### config.mk
export PLATFORM = sky130hd
export DESIGN_NAME = calc_entry_ctrl
export DESIGN_NICKNAME = d
export VERILOG_FILES = /design/src/rtl/calc_pkg.sv /design/src/rtl/bcd_operand_reg.sv /design/src/rtl/calc_entry_ctrl.sv
export SDC_FILE = /design/constraint.sdc
export NUM_CORES = 1
export LEC_CHECK = 0
export CAP_MARGIN = 20
export CORE_MARGIN = 2
export CORE_UTILIZATION = 44
export DETAILED_ROUTE_END_ITERATION = 10
export PLACE_DENSITY_LB_ADDON = 0.15
export SYNTH_ARGS = -nofsm -noshare
export SYNTH_HDL_FRONTEND = slang
export SYNTH_SLANG_ARGS = --single-unit
### constraint.sdc
create_clock -name clk -period 1.62 [get_ports clk]
set_input_delay 0.324 -clock clk [delete_from_list [all_inputs] [get_ports clk]]
set_output_delay 0.324 -clock clk [all_outputs]
set_load 0.02 [all_outputs]
### src/rtl/calc_pkg.sv
// Shared definitions for the calculator: key codes, op_sel encodings seen by the
// arithmetic unit, and the entry-controller state type.
package calc_pkg;

    localparam logic [3:0] KEY_ADD = 4'd10;
    localparam logic [3:0] KEY_SUB = 4'd11;
    localparam logic [3:0] KEY_MUL = 4'd12;
    localparam logic [3:0] KEY_EQ  = 4'd13;
    localparam logic [3:0] KEY_CLR = 4'd14;

    localparam logic [1:0] OP_NONE = 2'd0;
    localparam logic [1:0] OP_ADD  = 2'd1;
    localparam logic [1:0] OP_SUB  = 2'd2;
    localparam logic [1:0] OP_MUL  = 2'd3;

    typedef enum logic [1:0] {
        ENTER_A,
        ENTER_B,
        DONE
    } calcState_t;

    function automatic logic [1:0] keyToOp(input logic [3:0] keyCode);
        case (keyCode)
            KEY_ADD: return OP_ADD;
            KEY_SUB: return OP_SUB;
            KEY_MUL: return OP_MUL;
            default: return OP_NONE;
        endcase
    endfunction

endpackage

### src/rtl/bcd_operand_reg.sv
// Two-digit BCD operand: digits shift in from the right and saturate at two.
// Asserting clear together with load_digit restarts the operand with that digit.
module bcd_operand_reg (
    input  logic       clk,
    input  logic       rst_n,
    input  logic       load_digit,
    input  logic [3:0] digit,
    input  logic       clear,
    output logic       full,
    output logic [7:0] value
);

    logic [1:0] digitCount;

    // NOTE: sequential state uses non-blocking assignments so every register
    // samples pre-edge values regardless of process ordering.
    always_ff @(posedge clk or negedge rst_n) begin
        if (!rst_n) begin
            value      <= 8'h00;
            digitCount <= 2'd0;
        end else if (clear) begin
            value      <= load_digit ? {4'h0, digit} : 8'h00;
            digitCount <= load_digit ? 2'd1 : 2'd0;
        end else if (load_digit && !full) begin
            value      <= {value[3:0], digit};
            digitCount <= digitCount + 2'd1;
        end
    end

    assign full = (digitCount == 2'd2);

endmodule

### src/rtl/calc_entry_ctrl.sv
// Keypad operand entry controller: builds A, op, B from key events and holds
// them stable for the combinational arithmetic unit while the result shows.
module calc_entry_ctrl
    import calc_pkg::*;
(
    input  logic       clk,
    input  logic       rst_n,
    input  logic       key_valid,
    input  logic [3:0] key_code,
    output logic [7:0] operandA,
    output logic [7:0] operandB,
    output logic [1:0] op_sel,
    output logic       result_valid,
    output logic [7:0] disp,
    output logic       key_reject
);

    calcState_t state, nextState;
    logic       loadA, clearA, loadB, clearB;
    logic       fullA, fullB;
    logic       opLoad, rejectNext;
    logic [1:0] opNext;
    logic       bEntered;
    logic       isDigit, isOp, isEq, isClr;

    assign isDigit = (key_code <= 4'd9);
    assign isOp    = (key_code >= KEY_ADD) && (key_code <= KEY_MUL);
    assign isEq    = (key_code == KEY_EQ);
    assign isClr   = (key_code == KEY_CLR);

    bcd_operand_reg uOperandA (
        .clk       (clk),
        .rst_n     (rst_n),
        .load_digit(loadA),
        .digit     (key_code),
        .clear     (clearA),
        .full      (fullA),
        .value     (operandA)
    );

    bcd_operand_reg uOperandB (
        .clk       (clk),
        .rst_n     (rst_n),
        .load_digit(loadB),
        .digit     (key_code),
        .clear     (clearB),
        .full      (fullB),
        .value     (operandB)
    );

    always_ff @(posedge clk or negedge rst_n) begin
        if (!rst_n) state <= ENTER_A;
        else        state <= nextState;
    end

    always_comb begin
        nextState = state;
        if (key_valid) begin
            if (isClr) begin
                nextState = ENTER_A;
            end else begin
                case (state)
                    ENTER_A: if (isOp) nextState = ENTER_B;
                    ENTER_B: if (isEq && bEntered) nextState = DONE;
                    DONE:    if (isDigit) nextState = ENTER_A;
                    default: nextState = ENTER_A;
                endcase
            end
        end
    end

    // NOTE: every signal gets a default before the case so no path leaves one
    // unassigned, which would otherwise infer a latch.
    always_comb begin
        loadA      = 1'b0;
        clearA     = 1'b0;
        loadB      = 1'b0;
        clearB     = 1'b0;
        opLoad     = 1'b0;
        opNext     = OP_NONE;
        rejectNext = 1'b0;
        if (key_valid) begin
            if (isClr) begin
                clearA = 1'b1;
                clearB = 1'b1;
                opLoad = 1'b1;
            end else begin
                case (state)
                    ENTER_A: begin
                        if (isDigit) begin
                            loadA      = 1'b1;
                            rejectNext = fullA;
                        end else if (isOp) begin
                            opLoad = 1'b1;
                            opNext = keyToOp(key_code);
                            clearB = 1'b1;
                        end else begin
                            rejectNext = 1'b1;
                        end
                    end
                    ENTER_B: begin
                        if (isDigit) begin
                            loadB      = 1'b1;
                            rejectNext = fullB;
                        end else if (isOp) begin
                            // The operator may be changed only until B has a digit.
                            opLoad     = !bEntered;
                            opNext     = keyToOp(key_code);
                            rejectNext = bEntered;
                        end else if (isEq) begin
                            rejectNext = !bEntered;
                        end else begin
                            rejectNext = 1'b1;
                        end
                    end
                    DONE: begin
                        if (isDigit) begin
                            clearA = 1'b1;
                            loadA  = 1'b1;
                            clearB = 1'b1;
                            opLoad = 1'b1;
                        end else begin
                            rejectNext = 1'b1;
                        end
                    end
                    default: rejectNext = 1'b1;
                endcase
            end
        end
    end

    always_ff @(posedge clk or negedge rst_n) begin
        if (!rst_n) begin
            op_sel     <= OP_NONE;
            key_reject <= 1'b0;
            bEntered   <= 1'b0;
        end else begin
            key_reject <= rejectNext;
            if (opLoad) op_sel <= opNext;
            if (clearB)     bEntered <= 1'b0;
            else if (loadB) bEntered <= 1'b1;
        end
    end

    assign result_valid = (state == DONE);
    assign disp         = (state == ENTER_A) ? operandA : operandB;

endmodule

==> implementation parameters, run 1 <==
Parameter                              Value

Floorplan
  Core footprint    ~3100 um2
  X dimension of the die    just over 60 um
  Effective utilization at floorplan    a little under half
  Die boundary height    just over 60 um
  Die area    approximately 3800 um2
  # rows    20
  Top-level port count    35

Routing
  Drt wl/cell    roughly 15 um
  Number of vias after detailed routing    1401
  Drt drc    0
  Post-DR vias/cell    around 5.6
  Starting DRT DRC Count    46
  Number of antenna-violating nets in the routed design    0
  Drt total wl    3.87 mm
  Detailed Routing Iterations Pass 1    4

Clock network
  Number of CTS-inserted buffers    3
  Clk pin slew, worst setup/hold paths    between 100 and 150 ps
  Hold buffer count at CTS    0
  Clock tree from TritonCTS    yes
  Bufs on Longest Clock Path    2
  CTS H-tree depth    1
  Skew-Pair Late Insertion Delay    about 320 ps
  Clock Tree Root    clkbuf_4
  Sink Count    26

Timing
  Final max-slew violation count    0
  Fmax    540 MHz
  Clock tree skew after final layout    roughly 1.3 ps
  Slew headroom    between 70% and 80%
  Pin slew with the least headroom to its limit    about 420 ps
  Hold Worst Slack    about 350 ps
  Final hold vios    0
  Final Cycle Share    114%
  Final critical-path setup slack    -233 ps
  Number of setup violations in the final report    20
  Min Tclk post-route    1850 ps
  RSZ-0062 raised after global routing    true

Synth
  Async S/R FF share, synth    100%
  Count of flip-flops with a built-in enable after synthesis    0
  Number of distinct library cells after synthesis    43
  Post-Syn Area    between 1000 and 1500 um2
  Share of the yosys chip area belonging to registers    between 40% and 50%
  Post-Syn Nets    approximately 140
  Dominant register cell in the synthesized netlist    dfrtp_1
  Number of warning messages in the yosys log    0
  Syn Area/Cell    10.9 um2
  Yosys reg bits    26
  Instance count of the mapped netlist    approximately 140

Critical path
  Biggest cell delay along the critical path    just over 400 ps
  Highest net fanout along the worst path    9
  Buffers and inverters on the worst path    2
  Worst setup path category    flop to primary output
  Ordered cell list for the critical path    nor2_2 -> buf_12 -> mux2_2 -> buf_2
  Worst path arrival time    1530 ps
  Kind of start point of the critical path    flop
  Largest delay contributor family on the critical path    flip-flops
  Kind of end point of the critical path    primary output
  Endpoint required time on the critical path    about 1300 ps
  Worst path slowest cell    dfrtp_1

Placement
  Routability congestion estimate from global placement    ~0.90
  Dpl hpwl    roughly 3 mm
  Placement-stage cell area    2090 um2
  Number of input and output port buffers inserted    34

Global routing
  Total Routing Usage GR    between 20% and 30%
  Total overflow reported by the global router    0
  Wire length of the first global-routing pass    6.23 mm
  Vias in the first global route    around 1300
  Largest net degree at the start of global routing    27
  Antenna violations before repair    0

Cells and area
  Area added between synthesis and finish    49.1%
  Antenna Diode Count    0
  Fraction of layout instances using a drive strength above 1    a little under two fifths
  Non-Filler Cell Area, Final    2190 um2
  Total Nets Final    roughly 220

Job
  Maximum Capacitance Violations    0

Status
  Violations in the final reports    setup timing
  Run status    finished with violations

Min path
  Worst min-delay path class    input pin to async pin

Power and ir drop
  P_leak    1.11 nW
  IR Drop Worst-Case VDD    ~0.0010 V
  Power density relative to cell area    between 1500 and 2000 nW/um2
## cell usage after synthesis (2+ instances only)
cell,count,share of area [%]
inv_1,9,2.3
a22o_1,20,12
nor3_1,2,0.68
ha_1,2,1.7
nand2b_1,4,1.7
buf_2,5,1.7
dfrtp_1,26,44
nor2b_1,2,0.85
a21oi_1,2,0.68
and2_1,2,0.85
mux2_2,8,6.1
a31o_2,2,1.2
nand3_1,2,0.68
nand2_1,8,2.0
buf_6,2,1.5
nor2_1,5,1.3
o2bb2ai_1,3,1.8
o21ai_0,6,2.0
## layer usage
metal | vias to the layer above | share of wire [%] | global-route usage [%]
li1 | 664 | - | -
met5 | - | 0 | 0
met2 | 55 | 50 | 39.2
met4 | 0 | 0.98 | 6.08
met1 | 677 | 43 | 28.0
met3 | 5 | 5.3 | 2.90
## kinds of logic (layout without fill, tap and decap cells)
group	Yosys count	after routing	synth area share, %
AND/OR/NAND/NOR	32	32	12.2
buffers and inverters	16	88	5.53
multiplexers	9	9	7.14
adder cells (fa/ha/maj)	2	2	1.70
AO/OA/AOI/OAI	50	50	29.2
flip-flops	26	26	44.2
## area by class of cell
cell class	instances	area [um2]
Timing Repair Buffer	75	644
Fill cell	250	933
Tap cell	44	55.1
Clock buffer	4	36.3
Sequential cell	26	651
Inverter	9	33.8
Multi-Input combinational cell	93	774
## per-stage QoR
stage	total power, mW	setup WS, ps	TNS [ps]	util [%]	cells
6_report	4.14	-233	-2660	70.2	251
5_1_grt	4.40	-281	-3710	70.2	251
4_1_cts	4.06	-235	-3260	68.8	252
3_5_place_dp	3.86	-526	-13100	67.0	241
3_3_place_gp	3.79	-456	-11270	67.0	241
2_1_floorplan	2.57	5.73	0	-	135
## worst register-to-register path, stage by stage (launching register included)
cell and delay [ps]:
dfrtp_1 400, nor2_2 60, buf_12 140, buf_4 130, buf_4 130, a32o_2 280
o311a_1 380, a22o_1 190
## cells in the final DEF, fill, tap and decap left out, drive strengths merged, types with 2 or more instances in the layout
cell type      instances
nand2b                 4
a22o                  20
and2                   2
clkdlybuf4s50          5
mux2                   9
clkbuf                 4
ha                     2
a21oi                  3
nand3                  2
o31ai                  2
nor2                   6
buf                   50
dlygate4sd2           19
nor3                   2
o21ai                  7
dfrtp                 26
a31o                   2
o2bb2ai                3
a211oi                 2
inv                    9
nand2                  8
nor2b                  3
## timing repair
item	in CTS	in global routing
hold endpoints to repair	0	0
setup buffers	8	1
gates resized for setup	65	14
pin swaps	3	3
endpoints found under the setup margin	52	27
## worst paths after layout
check,slack [ps],to,from,cells after the start
worst min register to register,520,op_sel[1],op_sel[1],1
worst max register to register,-180,op_sel[0],state[0],7
worst max-delay path,-230,disp[2],state[1],4
worst min-delay path,350,uOperandA.value[5],rst_n,2
max in group asynchronous,1030,bEntered,rst_n,2
min in group clk,520,op_sel[1],op_sel[1],1
## where the power goes
| group | switching, mW | leakage (nW) | internal [mW] |
|---|---|---|---|
| combinational | 1.33 | 0.752 | 1.37 |
| clock | 0.188 | 0.0210 | 0.138 |
| sequential | 0.189 | 0.336 | 0.930 |
| total | 1.71 | 1.11 | 2.43 |
## registers in the layout, indices dropped and copies added (netlist names)
name                  count
uOperandA.digitCount      2
bEntered                  1
state                     2
uOperandB.digitCount      2
key_reject                1
uOperandA.value           8
op_sel                    2
uOperandB.value           8
Note: power is estimated with default switching activity, not from simulation.
==> run 2, diff against run 1 <==
- PLACE_DENSITY: not set -> 0.8
- PLACE_DENSITY_LB_ADDON: 0.15 -> not set
==> implementation parameters, run 2 (synthesized netlist as in run 1, its figures left out) <==
Parameter                              Value

Routing
  Number of vias after detailed routing    1396 (was 1401)
  Drt drc    0 (unchanged)
  Drt total wl    4.06 mm (was 3.87 mm)
  Detailed Routing Iterations Pass 1    4 (unchanged)
  Post-DR vias/cell    5.63 (was 5.58)
  Number of antenna-violating nets in the routed design    0 (unchanged)
  Drt wl/cell    16.4 um (was 15.4 um)
  Starting DRT DRC Count    46 (unchanged)

Global routing
  Most utilized layer in the global route result    met2 (unchanged)
  Total overflow reported by the global router    0 (unchanged)
  Met2 demand-to-capacity share in global routing    41.2% (was 39.2%)
  Antenna violations before repair    0 (unchanged)
  Wire length of the first global-routing pass    6.60 mm (was 6.23 mm)
  Routing usage on met1    30.4% (was 28.0%)
  Vias in the first global route    1368 (was 1335)
  Largest net degree at the start of global routing    27 (unchanged)
  Total Routing Usage GR    23.7% (was 22.0%)
  M3 GR Usage    2.90% (unchanged)

Timing
  Final Cycle Share    114% (about the same)
  Final hold vios    0 (unchanged)
  Final max-slew violation count    0 (unchanged)
  RSZ-0062 raised after global routing    true (unchanged)
  Final critical-path setup slack    -219 ps (was -233 ps)
  Number of setup violations in the final report    20 (unchanged)
  Slew headroom    75.7% (was 71.8%)
  Fmax    544 MHz (was 540 MHz)
  Min Tclk post-route    1840 ps (was 1850 ps)
  Pin slew with the least headroom to its limit    365 ps (was 423 ps)
  Clock tree skew after final layout    3.44 ps (was 1.27 ps)

Clock network
  Skew-Pair Late Insertion Delay    310 ps (was 320 ps)
  Clock Tree Root    clkbuf_4 (unchanged)
  Number of CTS-inserted buffers    3 (unchanged)
  CTS H-tree depth    1 (unchanged)
  Sink Count    26 (unchanged)
  Clk pin slew, worst setup/hold paths    140 ps (was 130 ps)
  Bufs on Longest Clock Path    2 (unchanged)
  Clock tree from TritonCTS    yes (unchanged)

Job
  Maximum Capacitance Violations    0 (unchanged)

Cells and area
  Total Nets Final    214 (was 217)
  Antenna Diode Count    0 (unchanged)
  Number of cells in the finished layout apart from fillers    248 (was 251)
  Area added between synthesis and finish    47.4% (was 49.1%)
  Commonest cells after routing, fill and taps aside    buf_4 (33), dfrtp_1 (26), a22o_1 (20), dlygate4sd2_1 (19), inv_1 (9) (was buf_4 (35), dfrtp_1 (26), a22o_1 (20), dlygate4sd2_1 (19), buf_6 (10))
  Top flop regs    uOperandA.value x8, uOperandB.value x8 (unchanged)
  Most frequent standard cell in the layout excluding fill and tap cells    buf_4 (unchanged)
  Fraction of layout instances using a drive strength above 1    38.7% (was 38.2%)

Floorplan
  # rows    20 (unchanged)
  Effective utilization at floorplan    47.0% (unchanged)
  Die boundary height    61.8 um (unchanged)
  Top-level port count    35 (unchanged)
  X dimension of the die    61.8 um (unchanged)
  Die area    3820 um2 (unchanged)
  Core footprint    3130 um2 (unchanged)

Status
  Run status    finished with violations (unchanged)
  Violations in the final reports    setup timing (unchanged)

Critical path
  Kind of start point of the critical path    flop (unchanged)
  Worst setup path category    flop to primary output (unchanged)
  Worst path arrival time    1520 ps (was 1530 ps)
  Kind of end point of the critical path    primary output (unchanged)
  Endpoint required time on the critical path    1300 ps (about the same)
  Highest net fanout along the worst path    9 (unchanged)
  R2R setup slack    -130 ps (was -180 ps)

Power and ir drop
  Power density relative to cell area    1840 nW/um2 (was 1890 nW/um2)
  Clock network fraction of design power    8.1% (was 7.9%)
  Total chip power    3.98 mW (was 4.14 mW)
  P_leak    1.09 nW (was 1.11 nW)
  Fraction of power consumed by combinational cells    63.1% (was 65.1%)
  Sequential share of power    28.8% (was 27.0%)
  Cell internal power dissipation    2.28 mW (was 2.43 mW)
  Switching Fraction    42.7% (was 41.2%)
  Switching power total    1.70 mW (was 1.71 mW)
  IR Drop Worst-Case VDD    0.000673 V (was 0.00105 V)

Placement
  Number of input and output port buffers inserted    34 (unchanged)
  Placed Instances    240 (was 241)
  Dpl hpwl    3.05 mm (was 2.93 mm)
  Routability congestion estimate from global placement    0.896 (was 0.901)

Min path
  Worst min-delay path class    input pin to async pin (unchanged)
-- run 2: cell count changes in the layout (fill, tap and decap cells not counted), sizes merged --
| cell | previous run | this run |
|---|---|---|
| o31ai | 2 | 3 |
| buf | 50 | 46 |
-- run 2: critical path, cell delays in order, from the launching register on --
cell     delay [ps]
dfrtp_1         420
nor2_2          150
buf_12          140
mux2_2          330
buf_2           160
-- run 2: power by group through the flow --
stage	Combinational (mW)	Clock, mW	Sequential [mW]
after CTS	2.47	0.330	1.15
final	2.51	0.323	1.15
after global placement	2.61	0	1.15
after global routing	2.70	0.365	1.18
after floorplan	1.17	0	1.40
after detailed placement	2.67	0	1.16
-- run 2: cell type report --
| cell class | instances | area [um2] |
|---|---|---|
| Fill cell | 255 | 958 |
| Multi-Input combinational cell | 94 | 803 |
| Sequential cell | 26 | 651 |
| Timing Repair Buffer | 71 | 591 |
| Tap cell | 44 | 55.1 |
| Clock buffer | 4 | 36.3 |
| Inverter | 9 | 33.8 |
-- run 2: path summary, 6_finish.rpt --
check | startpoint | end | cells past startpoint
worst max-delay path | state[0] | disp[6] | 4
worst min-delay path | rst_n | uOperandB.value[6] | 2
worst max register to register | state[0] | op_sel[1] | 6
worst min register to register | uOperandB.digitCount[1] | uOperandB.digitCount[1] | 1
max in group asynchronous | rst_n | uOperandA.value[7] | 2
min in group clk | uOperandB.digitCount[1] | uOperandB.digitCount[1] | 1
-- run 2: what timing repair did --
item | CTS | global route
buffers inserted | 2 | 2
hold buffers | 0 | 0
setup endpoints to repair | 51 | 31
cloned | 1 | 0
pin swaps | 3 | 9
resized for setup | 60 | 11
-- run 2: metal layers --
layer  part of all wire [%]  wire, um
met4                    1.2        48
met1                     43      1760
met5                      0         0
met3                    5.8       235
met2                     50      2010
-- run 2: per-stage QoR --
step           hold slack, ps  instance area, um2  setup TNS, ps  utilization [%]  worst slack (ps)
3_5_place_dp              504                2090         -12820             66.7              -517
2_1_floorplan            28.4                1470              0                -              5.73
3_3_place_gp              490                2090         -10760             66.7              -408
5_1_grt                   373                2170          -3710             69.4              -284
6_report                  359                2170          -2530             69.4              -219
4_1_cts                   364                2110          -2490             67.6              -220
